--- config.mk ---
export PLATFORM = sky130hd
export DESIGN_NAME = serial_addsub
export DESIGN_NICKNAME = d
export VERILOG_FILES = /design/src/rtl/serial_addsub.sv
export SDC_FILE = /design/constraint.sdc
export NUM_CORES = 1
export LEC_CHECK = 0
export CORE_MARGIN = 8
export CORE_UTILIZATION = 45
export CTS_CLUSTER_DIAMETER = 120
export CTS_CLUSTER_SIZE = 20
export DETAILED_ROUTE_END_ITERATION = 16
export PLACE_DENSITY = 0.75
export SYNTH_ARGS = -nofsm -noshare
export SYNTH_HDL_FRONTEND = slang
export SYNTH_SLANG_ARGS = --single-unit
--- constraint.sdc ---
create_clock -name clk -period 1.25 [get_ports clk]
set_clock_uncertainty 0.05 [all_clocks]
set_input_delay 0.1875 -clock clk [delete_from_list [all_inputs] [get_ports clk]]
set_output_delay 0.1875 -clock clk [all_outputs]
set_load 0.03 [all_outputs]
--- src/rtl/serial_addsub.sv ---
// -----------------------------------------------------------------------------
// serial_addsub
//   Bit-serial N-bit adder/subtractor. A single full-adder cell plus a carry
//   flip-flop process one operand bit per clock, LSB first.
//
//   Subtraction is done as a + ~b + ~borrow_in. The carry register therefore
//   starts at ~c_in, and the final carry is inverted again to give a borrow.
//
// Ports
//   clk    rising-edge clock
//   rst    synchronous active-high reset (overrides everything)
//   start  request a new operation; accepted whenever not busy
//   sub    0 = add, 1 = subtract (captured with start)
//   a, b   N-bit operands (captured with start)
//   c_in   carry-in (add) / borrow-in (sub) (captured with start)
//   sum    result; valid from the done pulse until the next accepted start
//   c_out  carry-out (add) / borrow-out (sub)
//   ovf    two's-complement signed overflow
//   busy   high while bits are being processed
//   done   one-cycle pulse, result valid
// -----------------------------------------------------------------------------
module serial_addsub #(
    parameter int N = 8
) (
    input  logic         clk,
    input  logic         rst,
    input  logic         start,
    input  logic         sub,
    input  logic [N-1:0] a,
    input  logic [N-1:0] b,
    input  logic         c_in,
    output logic [N-1:0] sum,
    output logic         c_out,
    output logic         ovf,
    output logic         busy,
    output logic         done
);

    // Counter is at least one bit wide so N=1 still elaborates cleanly.
    localparam int CW = (N > 1) ? $clog2(N) : 1;
    localparam logic [CW-1:0] LAST = CW'(N - 1);

    typedef enum logic [1:0] {
        IDLE = 2'd0,
        RUN  = 2'd1,
        DONE = 2'd2
    } state_t;

    state_t         state_reg;
    logic [N-1:0]   a_sh_reg;
    logic [N-1:0]   b_sh_reg;
    logic [N-1:0]   sum_reg;
    logic           sub_reg;
    logic           carry_reg;
    logic [CW-1:0]  cnt_reg;
    logic           c_out_reg;
    logic           ovf_reg;
    logic           busy_reg;
    logic           done_reg;

    logic [N-1:0]   a_sh_next;
    logic [N-1:0]   b_sh_next;
    logic [N-1:0]   sum_next;
    logic           fa_a;
    logic           fa_b;
    logic           fa_s;
    logic           fa_c;
    logic           load;

    // The single full-adder cell; b is inverted on the fly when subtracting.
    assign fa_a = a_sh_reg[0];
    assign fa_b = b_sh_reg[0] ^ sub_reg;
    assign fa_s = fa_a ^ fa_b ^ carry_reg;
    assign fa_c = (fa_a & fa_b) | (fa_a & carry_reg) | (fa_b & carry_reg);

    // Right shifts: operands drain LSB first, new sum bits enter at the MSB.
    generate
        for (genvar gi = 0; gi < N - 1; gi++) begin : g_shift
            assign a_sh_next[gi] = a_sh_reg[gi+1];
            assign b_sh_next[gi] = b_sh_reg[gi+1];
            assign sum_next[gi]  = sum_reg[gi+1];
        end
    endgenerate
    assign a_sh_next[N-1] = 1'b0;
    assign b_sh_next[N-1] = 1'b0;
    assign sum_next[N-1]  = fa_s;

    // A start is honoured in IDLE and also in DONE (back-to-back operation).
    assign load = start && (state_reg != RUN);

    always_ff @(posedge clk) begin
        if (rst) begin
            state_reg <= IDLE;
            a_sh_reg  <= '0;
            b_sh_reg  <= '0;
            sum_reg   <= '0;
            sub_reg   <= 1'b0;
            carry_reg <= 1'b0;
            cnt_reg   <= '0;
            c_out_reg <= 1'b0;
            ovf_reg   <= 1'b0;
            busy_reg  <= 1'b0;
            done_reg  <= 1'b0;
        end else begin
            done_reg <= 1'b0;
            if (load) begin
                state_reg <= RUN;
                a_sh_reg  <= a;
                b_sh_reg  <= b;
                sub_reg   <= sub;
                carry_reg <= sub ? ~c_in : c_in;
                cnt_reg   <= '0;
                busy_reg  <= 1'b1;
            end else if (state_reg == RUN) begin
                a_sh_reg  <= a_sh_next;
                b_sh_reg  <= b_sh_next;
                sum_reg   <= sum_next;
                carry_reg <= fa_c;
                cnt_reg   <= cnt_reg + CW'(1);
                if (cnt_reg == LAST) begin
                    state_reg <= DONE;
                    busy_reg  <= 1'b0;
                    done_reg  <= 1'b1;
                    // carry_reg is the carry into the MSB, fa_c the carry out.
                    c_out_reg <= fa_c ^ sub_reg;
                    ovf_reg   <= carry_reg ^ fa_c;
                end
            end else begin
                state_reg <= IDLE;
            end
        end
    end

    assign sum   = sum_reg;
    assign c_out = c_out_reg;
    assign ovf   = ovf_reg;
    assign busy  = busy_reg;
    assign done  = done_reg;

endmodule

### Word-level counts from Yosys, hierarchy flattened

Index checks and enable logic that the tools add are counted.

| word-level totals | value |
|---|---|
| register bits after elaboration | 35 |
| input port bits | 21 |
| output and inout bits | 12 |
| logic and storage cells | 52 |

| cells by class | value |
|---|---|
| add/subtract/negate cells | 1 |
| equality and inequality tests | 4 |
| mux-type cells | 14 |
| bitwise operators | 13 |
| reduce and logical (&&, ||, !) cells | 8 |

Operator list:

| cell | number |
|---|---|
| 8-bit two-way mux | 4 |
| 1-bit two-way mux | 10 |
| 1-bit XOR | 5 |
| 2-bit AND reduction | 2 |
| 2-bit nonzero test | 2 |
| 3-bit by 1-bit adder with 3-bit output (second input constant) | 1 |
| 1-bit bitwise AND | 3 |
| 3-bit equality test (second input constant) | 1 |
| 3-bit by 2-bit != test with 1-bit output (second input constant) | 1 |
| 1-bit NOT | 3 |
| 3-bit AND reduction | 1 |
| 3-bit OR reduction | 1 |
| 2-bit by 1-bit equality test with 1-bit output (second input constant) | 1 |
| 2-bit by 1-bit != test with 1-bit output (second input constant) | 1 |
| 1-bit OR | 2 |
| 2-bit OR reduction | 1 |
| 1-bit logical AND | 1 |

### Logic depth before layout (Yosys ltp)

| logic depth | value |
|---|---|
| depth in word-level cells | 6 |
| depth in mapped cells | 5 |
| mapped depth without buffers | 5 |

### Worst setup path before layout

OpenSTA, ideal clock, no wires.

| path | value |
|---|---|
| path type | flip-flop to flip-flop |
| from | register sub_reg |
| to | register ovf_reg, in the netlist ovf |
| library setup time | 0.070 ns |
| arrival | 1.212 ns |
| required time | 1.130 ns |
| slack | -0.082 ns |
| stages on the path, launching flop included | 6 |
| buffers on the path | 0 |
| cell sequence | dfxtp_1 xnor2_1 fa_1 xnor2_1 nand3_1 a21oi_1 |

| between the ends | value |
|---|---|
| cells in the longest elaborated chain, start to end | 5 |
| elaborated cells on any way between the ends | 6 |
| those cells by class | bitwise (6) |

RTL lines:

| element | line | RTL |
|---|---|---|
| from (decl) | 53 | `logic sub_reg;` |
| from (signal assigned) | 110 | `sub_reg <= sub;` |
| 1-bit XOR * | 72 | `assign fa_b = b_sh_reg[0] ^ sub_reg;` |
| 1-bit bitwise AND | 74 | `assign fa_c = (fa_a & fa_b) \| (fa_a & carry_reg) \| (fa_b & carry_reg);` |
| 1-bit OR | 74 |  |
| 1-bit OR * | 74 |  |
| 1-bit XOR * | 126 | `ovf_reg <= carry_reg ^ fa_c;` |
| to (signal assigned) | 126 |  |
| to (decl) | 57 | `logic ovf_reg;` |

Every way passes the cells marked *; elsewhere a longest branch is shown, timed or not.
A chain may end at the register's enable or synchronous reset.

### Worst setup path after layout

| path | value |
|---|---|
| from | register b_sh_reg[0] |
| to | register ovf_reg, in the netlist ovf |

| between the ends | value |
|---|---|
| cells in the longest elaborated chain, start to end | 5 |
| elaborated cells on any way between the ends | 6 |
| those cells by class | bitwise (6) |

RTL lines:

| element | line | RTL |
|---|---|---|
| from (decl) | 51 | `logic [N-1:0] b_sh_reg;` |
| from (signal assigned) | 116 | `b_sh_reg <= b_sh_next;` |
| 1-bit XOR * | 72 |  |
| 1-bit bitwise AND | 74 |  |
| 1-bit OR | 74 |  |
| 1-bit OR * | 74 |  |
| 1-bit XOR * | 126 |  |

Marked as above.

==> impl_metrics.env <==
export IMPL_status="finished, violations left"
export IMPL_violations="negative setup slack"
export IMPL_ys_warn_count=0
export IMPL_grt_start_max_net_pins=21
export IMPL_rrSetupSlack_ns=-0.10
export IMPL_hold_path_depth=2
export IMPL_ys_ff_latch=35
export IMPL_startpoint_type="flip-flop"
export IMPL_holdBufCountCts=0
export IMPL_fp_row_count=21
export IMPL_path_common_cell="xnor2_2"
export IMPL_globalplace_congestion=0.7128
export IMPL_worst_hold_slack_ns=0.4222
export IMPL_finalMaxSlewViolations=0
export IMPL_hold_start="sum[0]"
export IMPL_relSlewSlack=0.7529
export IMPL_placed_area_um2=1924
export IMPL_dieWidth_um=74.39
export IMPL_nets=223
export IMPL_end_kind="flip-flop"
export IMPL_reg2reg_to="ovf"
export IMPL_cts_buffers=5
export IMPL_critPathSlowestCell="fa_2"
export IMPL_coreArea_um2=3311
export IMPL_ys_flop_type="dfxtp_1"
export IMPL_synth_seq_area_share=0.4568
export IMPL_synth_edf_count=0
export IMPL_hold_viol=0
export IMPL_vdd_drop_max_mv=0.6842
export IMPL_grt_pass1_vias=1328
export IMPL_cts_tree="yes"
export IMPL_diodes=0
export IMPL_wl_mm=3.304
export IMPL_first_pass_iters=4
export IMPL_rsz0062_at_grt="true"
export IMPL_power_leakage_nw=0.8137
export IMPL_vias=1243
export IMPL_drtAntennaViolNets=0
export IMPL_path_clk_slew_ns=0.10
export IMPL_async_flop_share=0
export IMPL_worstMarginPinSlew_ns=0.3614
export IMPL_grt_first_pass_wirelength_mm=5.595
export IMPL_design_area_um2=2014
export IMPL_dp_hpwl_mm=2.520
export IMPL_track_usage=0.1295
export IMPL_critical_path_class="reg2reg"
export IMPL_die_y_um=74.39
export IMPL_period_needed_ns=1.355
export IMPL_cts_sinks=35
export IMPL_cts_setup_buffers=0
export IMPL_drc_errors=0
export IMPL_syn_to_final_growth_pct=31.32
export IMPL_antenna_found_initial=0
export IMPL_syn_nets=183
export IMPL_htree_levels=2
export IMPL_timing_fmax_mhz=738.1
export IMPL_start_util=0.4633
export IMPL_holdCritPathClass="reg2reg"
export IMPL_worst_slack_ns=-0.1047
export IMPL_required_ns=1.46
export IMPL_cp_cell_sequence="xnor2_2 > fa_2 > xnor2_2 > nand3_1 > a21oi_1"
export IMPL_hold_path_endpoint="sum[0]"
export IMPL_clk_root_buffer_cell="clkbuf_4"
export IMPL_syn_avg_cell_area_um2=9.648
export IMPL_drive_gt1_frac=0.2915
export IMPL_syn_cell_area_um2=1534
export IMPL_io_pins=33
export IMPL_fin_crit_sh=1.084
export IMPL_syn_inst=159
export IMPL_setup_viol=4
export IMPL_post_place_ws_ns=-0.2755
export IMPL_synthDistinctLibCells=24
export IMPL_clockBufferDepth=2
export IMPL_wl_per_cell_um=13.49
export IMPL_port_buffers=32
export IMPL_cp_arrival_ns=1.57
export IMPL_crit_fanout=3
export IMPL_drt_vias_per_instance=5.073
export IMPL_drtIter0Drc=46
export IMPL_die_area_um2=5533
export IMPL_r2r_cells=5
export IMPL_power_density_nw_per_um2=1133
export IMPL_slowest_delay_ns=0.38
export IMPL_rr_startpoint="b_sh_reg[0]"
export IMPL_maxCapViolCount=0
export IMPL_insertion_delay_ns=0.33
export IMPL_overflow=0
[worst max path at each step]
stage | startpoint | end | slack, ns | cells past startpoint
after floorplan | sub_reg | c_out | -0.01 | 5
after global placement | start | carry_reg | -0.19 | 5
after detailed placement | start | carry_reg | -0.28 | 5
after CTS | b_sh_reg[0] | ovf | -0.12 | 5
after global routing | b_sh_reg[0] | ovf | -0.20 | 5
final | b_sh_reg[0] | ovf | -0.10 | 5
[worst max-delay path: cells and delay by family, from the launching register on]
kind / cells / cell delay, ns
adder cells (fa/ha/maj): 1 / 0.38
flip-flops: 1 / 0.35
XOR/XNOR: 2 / 0.27
AO/OA/AOI/OAI: 1 / 0.15
AND/OR/NAND/NOR: 1 / 0.09
[cells in the final DEF, fill, tap and decap left out, drive strengths merged]
cell type	n
clkdlybuf4s15	1
nand3b	1
xnor2	4
inv	3
or2	1
o21ai	1
buf	25
nand3	6
ha	2
clkinv	1
clkdlybuf4s50	20
a2111oi	1
nor3	3
mux2i	16
fa	1
nand2b	3
nor2	18
nand2	20
a21oi	15
clkbuf	6
a211oi	15
nor2b	1
dfxtp	35
[routing by layer]
metal  vias to the layer above  routed length, um  global-route usage
li1                        622                  -                   -
met1                       587               1325              0.1298
met2                        30               1766              0.2352
met3                         4                181             0.04178
met4                         0                 30             0.06087
met5                         -                  0                   0
[power breakdown]
group | internal (mW) | total [mW] | switching (mW)
Combinational | 0.226 | 0.441 | 0.215
Clock | 0.261 | 0.618 | 0.358
Sequential | 1.18 | 1.22 | 0.0390
Total | 1.67 | 2.28 | 0.612
[metrics by stage]
stage	util	total power [mW]	TNS, ns	cells
after CTS	0.6039	2.296	-0.3022	245
final	0.6085	2.282	-0.2301	245
after detailed placement	0.5813	1.673	-3.164	238
after global placement	0.5813	1.651	-2.398	238
after floorplan	-	1.518	-0.02858	159
after global routing	0.6085	2.415	-0.5974	245
[Yosys cell counts, types with 4 or more instances]
cell       n  area [um^2]
dfxtp_1   35        700.7
nand2_1   20        75.07
nor2_1    18        67.56
mux2i_1   16        160.2
a21oi_1   15        75.07
a211oi_2  14        175.2
buf_4      6        45.04
nand3_1    6        30.03
buf_2      4        20.02
xnor2_1    4        35.03
[cell type report]
class | count | area, um^2
sequential | 35 | 705.7
tap | 46 | 57.56
clock inverter | 1 | 5.005
clock buffer | 6 | 51.30
fill | 325 | 1296
multi-input combinational | 108 | 768.2
timing repair buffer | 46 | 415.4
inverter | 3 | 11.26
[logic make-up (layout without fill, tap and decap cells)]
logic type / count (synthesis) / after routing / synth area share
and+or+nand+nor: 53 / 53 / 0.1476
DFF: 35 / 35 / 0.4568
AOI/OAI and AO/OA: 32 / 32 / 0.1770
muxes: 16 / 16 / 0.1044
buffers and inverters: 16 / 56 / 0.06198
xor gates and xnor gates: 4 / 4 / 0.02284
adders and majority gates: 3 / 3 / 0.02936
[what timing repair did]
item                                    CTS  global route
gates resized for setup                   8             4
gates cloned                              0             0
pin swaps                                 2             2
endpoints found under the setup margin    6             9
Power figures use the tool's default switching activity.
